$ cat src/rtl/spi_slave_responder_if.sv
// Bus bundle for spi_slave_responder: SPI pins plus the tx/rx word handshakes.
// Error-flag signals exist only when SPI_SLAVE_ERR_FLAGS_EN is defined.
interface spi_slave_responder_if #(
  parameter int DATA_WIDTH = 8
);
  logic                  spi_sclk;
  logic                  spi_mosi;
  logic                  spi_ss_n;
  logic                  spi_miso;
  logic                  spi_miso_oe;
  logic [DATA_WIDTH-1:0] tx_data;
  logic                  tx_valid;
  logic                  tx_ready;
  logic [DATA_WIDTH-1:0] rx_data;
  logic                  rx_valid;
  logic                  busy;
`ifdef SPI_SLAVE_ERR_FLAGS_EN
  logic                  err_clr;
  logic                  rx_ack;
  logic                  tx_underrun;
  logic                  rx_overrun;

  modport slave (
    input  spi_sclk, spi_mosi, spi_ss_n, tx_data, tx_valid, err_clr, rx_ack,
    output spi_miso, spi_miso_oe, tx_ready, rx_data, rx_valid, busy,
           tx_underrun, rx_overrun
  );

  modport master (
    output spi_sclk, spi_mosi, spi_ss_n, tx_data, tx_valid, err_clr, rx_ack,
    input  spi_miso, spi_miso_oe, tx_ready, rx_data, rx_valid, busy,
           tx_underrun, rx_overrun
  );
`else
  modport slave (
    input  spi_sclk, spi_mosi, spi_ss_n, tx_data, tx_valid,
    output spi_miso, spi_miso_oe, tx_ready, rx_data, rx_valid, busy
  );

  modport master (
    output spi_sclk, spi_mosi, spi_ss_n, tx_data, tx_valid,
    input  spi_miso, spi_miso_oe, tx_ready, rx_data, rx_valid, busy
  );
`endif
endinterface

$ cat src/rtl/spi_slave_responder.sv
// SPI target that oversamples SCLK/MOSI/SS_N in the clk domain, full duplex, MSB first.
// Optional sticky error flags are enabled with `define SPI_SLAVE_ERR_FLAGS_EN.
module spi_slave_responder #(
  parameter int                    DATA_WIDTH = 8,
  parameter bit                    CPOL       = 1'b0,
  parameter bit                    CPHA       = 1'b0,
  parameter logic [DATA_WIDTH-1:0] FILL_WORD  = '1
) (
  input logic                  clk,
  input logic                  resetn,
  spi_slave_responder_if.slave bus
);

  typedef enum logic [1:0] {IDLE, LOAD, SHIFT} state_t;
  localparam int CNT_W = $clog2(DATA_WIDTH + 1);

  logic sclk_meta, sclk_s, sclk_d;
  logic mosi_meta, mosi_s;
  logic ss_meta, ss_s, ss_d;

  // NOTE: synchronizer flops are deliberately left without reset so that releasing
  // resetn while ss_n is already low cannot fabricate a select falling edge.
  always_ff @(posedge clk) begin
    {sclk_d, sclk_s, sclk_meta} <= {sclk_s, sclk_meta, bus.spi_sclk};
    {mosi_s, mosi_meta}         <= {mosi_meta, bus.spi_mosi};
    {ss_d, ss_s, ss_meta}       <= {ss_s, ss_meta, bus.spi_ss_n};
  end

  logic lead_edge, trail_edge, sample_edge, shift_edge, ss_fall;
  assign lead_edge   = (sclk_d == CPOL) && (sclk_s != CPOL);
  assign trail_edge  = (sclk_d != CPOL) && (sclk_s == CPOL);
  assign sample_edge = CPHA ? trail_edge : lead_edge;
  assign shift_edge  = CPHA ? lead_edge  : trail_edge;
  assign ss_fall     = ss_d && !ss_s;

  state_t                state;
  logic [CNT_W-1:0]      bit_cnt;
  logic [DATA_WIDTH-1:0] tx_sr;
  logic [DATA_WIDTH-2:0] rx_sr;
  logic                  fresh;
  logic                  miso_q, miso_oe_q, tx_ready_q, rx_valid_q, busy_q;
  logic [DATA_WIDTH-1:0] rx_data_q;

  logic [DATA_WIDTH-1:0] tx_next, rx_word;
  logic                  word_done, reload, load_now;
  assign tx_next   = bus.tx_valid ? bus.tx_data : FILL_WORD;
  assign rx_word   = {rx_sr, mosi_s};
  assign word_done = (state == SHIFT) && sample_edge && (bit_cnt == CNT_W'(DATA_WIDTH - 1));
  // A word that completes on the same clock as ss_n rising is kept, but no new tx word is taken.
  assign reload    = word_done && !ss_s;
  assign load_now  = (state == LOAD) || reload;

  always_ff @(posedge clk) begin
    if (!resetn) begin
      state      <= IDLE;
      bit_cnt    <= '0;
      tx_sr      <= '0;
      rx_sr      <= '0;
      fresh      <= 1'b0;
      miso_q     <= 1'b0;
      miso_oe_q  <= 1'b0;
      tx_ready_q <= 1'b0;
      rx_valid_q <= 1'b0;
      rx_data_q  <= '0;
      busy_q     <= 1'b0;
    end else begin
      // NOTE: pulse outputs default low here and are raised below; later non-blocking
      // assignments in the same block override earlier ones.
      tx_ready_q <= 1'b0;
      rx_valid_q <= 1'b0;
      busy_q     <= !ss_s;

      if (load_now) begin
        tx_sr      <= tx_next;
        tx_ready_q <= bus.tx_valid;
      end

      case (state)
        IDLE: begin
          miso_oe_q <= 1'b0;
          if (ss_fall) state <= LOAD;
        end
        LOAD: begin
          bit_cnt   <= '0;
          fresh     <= CPHA;
          if (!CPHA) miso_q <= tx_next[DATA_WIDTH-1];
          miso_oe_q <= !ss_s;
          state     <= ss_s ? IDLE : SHIFT;
        end
        SHIFT: begin
          miso_oe_q <= 1'b1;
          if (sample_edge) begin
            rx_sr   <= rx_word[DATA_WIDTH-2:0];
            bit_cnt <= bit_cnt + CNT_W'(1);
            if (word_done) begin
              rx_data_q  <= rx_word;
              rx_valid_q <= 1'b1;
              bit_cnt    <= '0;
              fresh      <= 1'b1;
            end
          end else if (shift_edge) begin
            // The first shift edge after a load presents the MSB instead of shifting past it.
            if (fresh) begin
              miso_q <= tx_sr[DATA_WIDTH-1];
              fresh  <= 1'b0;
            end else begin
              tx_sr  <= tx_sr << 1;
              miso_q <= tx_sr[DATA_WIDTH-2];
            end
          end
          if (ss_s) begin
            state     <= IDLE;
            miso_oe_q <= 1'b0;
          end
        end
        default: state <= IDLE;
      endcase
    end
  end

  assign bus.spi_miso    = miso_q;
  assign bus.spi_miso_oe = miso_oe_q;
  assign bus.tx_ready    = tx_ready_q;
  assign bus.rx_data     = rx_data_q;
  assign bus.rx_valid    = rx_valid_q;
  assign bus.busy        = busy_q;

`ifdef SPI_SLAVE_ERR_FLAGS_EN
  logic tx_underrun_q, rx_overrun_q, rx_pending;
  logic underrun_set, overrun_set;
  assign underrun_set = load_now && !bus.tx_valid;
  assign overrun_set  = rx_valid_q && rx_pending;

  // rx_pending marks a delivered word not yet acknowledged; an ack alongside rx_valid covers the new word.
  always_ff @(posedge clk) begin
    if (!resetn) begin
      tx_underrun_q <= 1'b0;
      rx_overrun_q  <= 1'b0;
      rx_pending    <= 1'b0;
    end else begin
      tx_underrun_q <= underrun_set || (tx_underrun_q && !bus.err_clr);
      rx_overrun_q  <= overrun_set  || (rx_overrun_q  && !bus.err_clr);
      if (rx_valid_q)      rx_pending <= !bus.rx_ack;
      else if (bus.rx_ack) rx_pending <= 1'b0;
    end
  end

  assign bus.tx_underrun = tx_underrun_q;
  assign bus.rx_overrun  = rx_overrun_q;
`endif

endmodule

$ cat src/flat_wrapper.sv
// flat-port wrapper written by rule: the top's interface ports become plain ports
module spi_slave_responder_flat 
#(
  parameter int                    DATA_WIDTH = 8,
  parameter bit                    CPOL       = 1'b0,
  parameter bit                    CPHA       = 1'b0,
  parameter logic [DATA_WIDTH-1:0] FILL_WORD  = '1
)
  (clk, resetn, bus_spi_sclk, bus_spi_mosi, bus_spi_ss_n, bus_tx_data, bus_tx_valid, bus_spi_miso, bus_spi_miso_oe, bus_tx_ready, bus_rx_data, bus_rx_valid, bus_busy);
  spi_slave_responder_if #(.DATA_WIDTH(DATA_WIDTH)) bus_i ();
  input logic clk;
  input logic resetn;
  input wire logic [$bits(bus_i.spi_sclk)-1:0] bus_spi_sclk;
  input wire logic [$bits(bus_i.spi_mosi)-1:0] bus_spi_mosi;
  input wire logic [$bits(bus_i.spi_ss_n)-1:0] bus_spi_ss_n;
  input wire logic [$bits(bus_i.tx_data)-1:0] bus_tx_data;
  input wire logic [$bits(bus_i.tx_valid)-1:0] bus_tx_valid;
  output wire logic [$bits(bus_i.spi_miso)-1:0] bus_spi_miso;
  output wire logic [$bits(bus_i.spi_miso_oe)-1:0] bus_spi_miso_oe;
  output wire logic [$bits(bus_i.tx_ready)-1:0] bus_tx_ready;
  output wire logic [$bits(bus_i.rx_data)-1:0] bus_rx_data;
  output wire logic [$bits(bus_i.rx_valid)-1:0] bus_rx_valid;
  output wire logic [$bits(bus_i.busy)-1:0] bus_busy;
  assign bus_i.spi_sclk = bus_spi_sclk;
  assign bus_i.spi_mosi = bus_spi_mosi;
  assign bus_i.spi_ss_n = bus_spi_ss_n;
  assign bus_i.tx_data = bus_tx_data;
  assign bus_i.tx_valid = bus_tx_valid;
  assign bus_spi_miso = bus_i.spi_miso;
  assign bus_spi_miso_oe = bus_i.spi_miso_oe;
  assign bus_tx_ready = bus_i.tx_ready;
  assign bus_rx_data = bus_i.rx_data;
  assign bus_rx_valid = bus_i.rx_valid;
  assign bus_busy = bus_i.busy;
  spi_slave_responder #(.DATA_WIDTH(DATA_WIDTH), .CPOL(CPOL), .CPHA(CPHA), .FILL_WORD(FILL_WORD)) u_core (.clk(clk), .resetn(resetn), .bus(bus_i));
endmodule
$ cat config.mk
export PLATFORM = sky130hd
export DESIGN_NAME = spi_slave_responder_flat
export DESIGN_NICKNAME = d
export VERILOG_FILES = /design/src/rtl/spi_slave_responder_if.sv /design/src/rtl/spi_slave_responder.sv /design/src/flat_wrapper.sv
export SDC_FILE = /design/constraint.sdc
export NUM_CORES = 1
export LEC_CHECK = 0
export CAP_MARGIN = 10
export CORE_MARGIN = 1.5
export CORE_UTILIZATION = 30
export DETAILED_ROUTE_END_ITERATION = 8
export PLACE_DENSITY = 0.61
export RECOVER_POWER = 25
export SLEW_MARGIN = 20
export SYNTH_ARGS = -nofsm -noshare
export SYNTH_HDL_FRONTEND = slang
export SYNTH_SLANG_ARGS = --single-unit
$ cat constraint.sdc
create_clock -name clk -period 4.6 [get_ports clk]
set_input_delay 1.15 -clock clk [delete_from_list [all_inputs] [get_ports clk]]
set_output_delay 1.15 -clock clk [all_outputs]
set_load 0.005 [all_outputs]
==> key figures <==
Clock network
  – CTS tree: yes
  – Clock Sinks: 43
  – Root Buffer: clkbuf_8
  – Skew-Pair Late Insertion Delay: 0.30 ns
  – Cts hold-fix bufs: 0
  – Postcts setup bufs: 0
  – TritonCTS Buffers: 5
  – H-tree depth: 2
  – Clk buf depth: 2
  – Post-CTS Resized: 0
  – CTS clk-pin slew, worst paths: 0.07 ns

Timing
  – Slew @ Worst Pin: 0.9656 ns
  – Final worst setup slack: 2.136 ns
  – Setup violators final: 0
  – Post-layout min period: 2.464 ns
  – Final period utilization: 0.5356
  – Final Hold Viols: 0
  – Slew Limit Fails: 0
  – FMAX: 405.9 MHz
  – RSZ-0062 raised after global routing: no
  – Clock Skew: 0.007620 ns
  – Setup TNS: 0 ns
  – Relative slew slack: 0.3556

Power
  – P_int: 518.5 uW
  – Sw Pwr: 157.0 uW
  – Pwr/cell area: 328.6 mW/mm^2
  – Sw frac: 0.2325
  – Combinational share of power: 0.075
  – Clock power share: 0.343
  – Maximum vdd drop: 177.8 uV
  – Pleak: 0.7338 nW
  – Reg power frac: 0.582

Layout
  – Leading cell type in the layout, fill and taps excluded: dfxtp_1
  – Number of fill cells: 553
  – Register area: 860.8 sq um
  – Layout cells sized above 1: 0.08213
  – Post-route cell area: 0.002056 sq mm
  – Inserted Diodes: 0
  – Nets: 225
  – Multi-input logic area: 747.0 sq um
  – Synthesis-to-finish area growth: 23.91%
  – Most frequent cells in the layout: dfxtp_1 (43), nand2_1 (26), a21oi_1 (23)
  – Final non-filler cell total: 277

Global routing
  – Met1 Use GR: 0.1341
  – GRT Total Usage: 0.1149
  – Gr busiest metal: met2
  – Total grt overflow: 0
  – Initial antenna violation count: 0
  – Pin count of the biggest net entering global routing: 33
  – GR Layer Usage met2: 0.1807
  – Vias in the first global route: 1235
  – Global-route wire length before repair: 5375 microns
  – GR Layer Usage met3: 0.04824

Drt
  – Post-route DRC: 0
  – Initial drt markers: 81
  – Routed len/inst: 11.41 microns
  – Vias: 1342
  – Vias per cell: 4.845
  – Drt total wl: 3160 microns
  – DR pass1 iterations: 4
  – DRT antenna net count: 0

Logic synthesis
  – Mux share of post-synthesis cell area: 0.01961
  – Ys Warns: 0
  – Main combinational cell family by area after synthesis: simple AND/OR/NAND/NOR gates
  – Synthesized Nets: 201
  – Register area share after synthesis: 0.5189
  – Cell Area, Synth: 0.001659 sq mm
  – Synth Area in Compound Gates: 0.1538
  – Synthesis-stage register bit count: 43
  – Avg Cell Area, Syn: 9.116 sq um
  – Synth unique cells: 32
  – Post-Synth XOR/XNOR Area: 0
  – Synth Area in Simple Gates: 0.2391
  – Adder-Cell Fraction of Synth Area: 0.03771
  – Syn Inst Count: 182

Setup path
  – R2R cell count: 5
  – Crit path to: u_core.tx_sr[3]
  – CP Capture Type: flop
  – Max FO, Critical Path: 32
  – WS Path Type: input port to flop
  – R2r setup slk: 2.25 ns
  – Crit path DAT: 2.66 ns
  – CP Cell Sequence: clkdlybuf4s50_1 -> inv_1 -> nor2_1 -> o221a_2
  – Required @ worst endpoint: 4.79 ns
  – Crit. Startpoint: resetn
  – CP max stage cell: inv_1
  – RR Endpoint: u_core.bit_cnt[3]
  – R2r startpoint: u_core.state[0]
  – Worst setup SP type: input port
  – CP max stage delay: 0.74 ns

Floorplan
  – Rows: 26
  – Die width: 77.37 microns
  – Die area: 0.005985 sq mm
  – Initial core utilization: 0.3187
  – Core area: 0.005205 sq mm
  – # IOs: 27
  – Die Ht: 77.37 microns

Placed design
  – RD Place Congestion: 0.7185
  – Pre-CTS setup slack: 1.827 ns
  – PortBufs: 26
  – Placed cell area: 0.001971 sq mm
  – HPWL Detailed: 2084 microns
  – Cells after DPL: 269

Min path
  – Hold Crit Class: flop to flop
  – HP Start: u_core.ss_meta

Outcome
  – Status: finished, final reports clean

Job
  – Max Cap Violations: 0
==> power groups by stage <==
stage	Combinational (mW)	Sequential (mW)	Clock (mW)
3_3_place_gp	0.0510	0.402	0
3_5_place_dp	0.0516	0.402	0
4_1_cts	0.0520	0.393	0.246
5_1_grt	0.0561	0.395	0.260
2_1_floorplan	0.0308	0.400	0
6_report	0.0504	0.393	0.232
==> cell type report <==
| cell class | instances | area share |
|---|---|---|
| Sequential cell | 43 | 0.4187 |
| Multi-Input combinational cell | 126 | 0.3634 |
| Timing Repair Buffer | 26 | 0.1266 |
| Tap cell | 70 | 0.04261 |
| Clock buffer | 6 | 0.03530 |
| Inverter | 4 | 0.007304 |
| Clock inverter | 2 | 0.006086 |
==> metal layers <==
layer / up-vias / share of wire / wire length [microns]
met3: 6 / 0.059 / 187
met1: 623 / 0.48 / 1515
met2: 32 / 0.44 / 1399
met5: - / 0 / 0
met4: 0 / 0.018 / 57
li1: 681 / - / -
==> metrics by stage <==
step | hold WS [ns] | util | power, mW
after global placement | 0.3107 | 0.3786 | 0.4530
final | 0.3284 | 0.3950 | 0.6756
after detailed placement | 0.3121 | 0.3786 | 0.4536
after global routing | 0.3352 | 0.3950 | 0.7108
after CTS | 0.3326 | 0.3950 | 0.6916
after floorplan | 0.3096 | - | 0.4306
==> how the worst min path moves through the flow <==
| stage | end | slack [ns] | depth (start not counted) |
|---|---|---|---|
| CTS | u_core.mosi_s | 0.33 | 0 |
| global placement | u_core.ss_s | 0.31 | 0 |
| finish | u_core.ss_s | 0.33 | 0 |
| floorplan | u_core.mosi_s | 0.31 | 0 |
| global route | u_core.ss_s | 0.34 | 0 |
| detailed placement | u_core.mosi_s | 0.31 | 0 |
==> cell families after synthesis <==
family,Yosys count
buffers and inverters,13
AO/OA/AOI/OAI,39
flip-flops,43
AND/OR/NAND/NOR,79
adder cells (fa/ha/maj),5
multiplexers,3
==> cell usage after synthesis <==
cell / number / area share
a21boi_0: 2 / 0.0090
a21oi_1: 23 / 0.069
a31o_2: 1 / 0.0053
a31oi_1: 1 / 0.0038
and2_1: 1 / 0.0038
and3_1: 1 / 0.0038
and3b_1: 1 / 0.0053
buf_2: 2 / 0.0060
clkbuf_1: 7 / 0.016
dfxtp_1: 43 / 0.52
ha_1: 5 / 0.038
inv_1: 4 / 0.0090
mux2_2: 2 / 0.014
mux2i_1: 1 / 0.0060
nand2_1: 26 / 0.059
nand2b_1: 5 / 0.019
nand3_1: 17 / 0.051
nand3_2: 1 / 0.0060
nand3b_1: 2 / 0.0090
nand4_1: 1 / 0.0038
nand4bb_1: 1 / 0.0068
nor2_1: 17 / 0.038
nor2b_1: 1 / 0.0038
nor3_1: 2 / 0.0060
nor4bb_4: 1 / 0.015
o2111a_1: 1 / 0.0068
o211ai_1: 1 / 0.0045
o21ai_0: 3 / 0.0090
o221a_2: 6 / 0.041
o221ai_1: 1 / 0.0053
or3_1: 1 / 0.0038
or4_1: 1 / 0.0045
==> flip-flops by register name (all words and copies together), names as in the netlist, 2 cells and up <==
register            cells
u_core.bus.rx_data      8
u_core.tx_sr            8
u_core.rx_sr            7
u_core.bit_cnt          4
u_core.state            2
==> critical path: cells and delay by family <==
kind | cells | cell delay, ns
buf+inv | 2 | 1.23
simple gates | 1 | 0.11
compound gates | 1 | 0.16
Power figures use the tool's default switching activity.
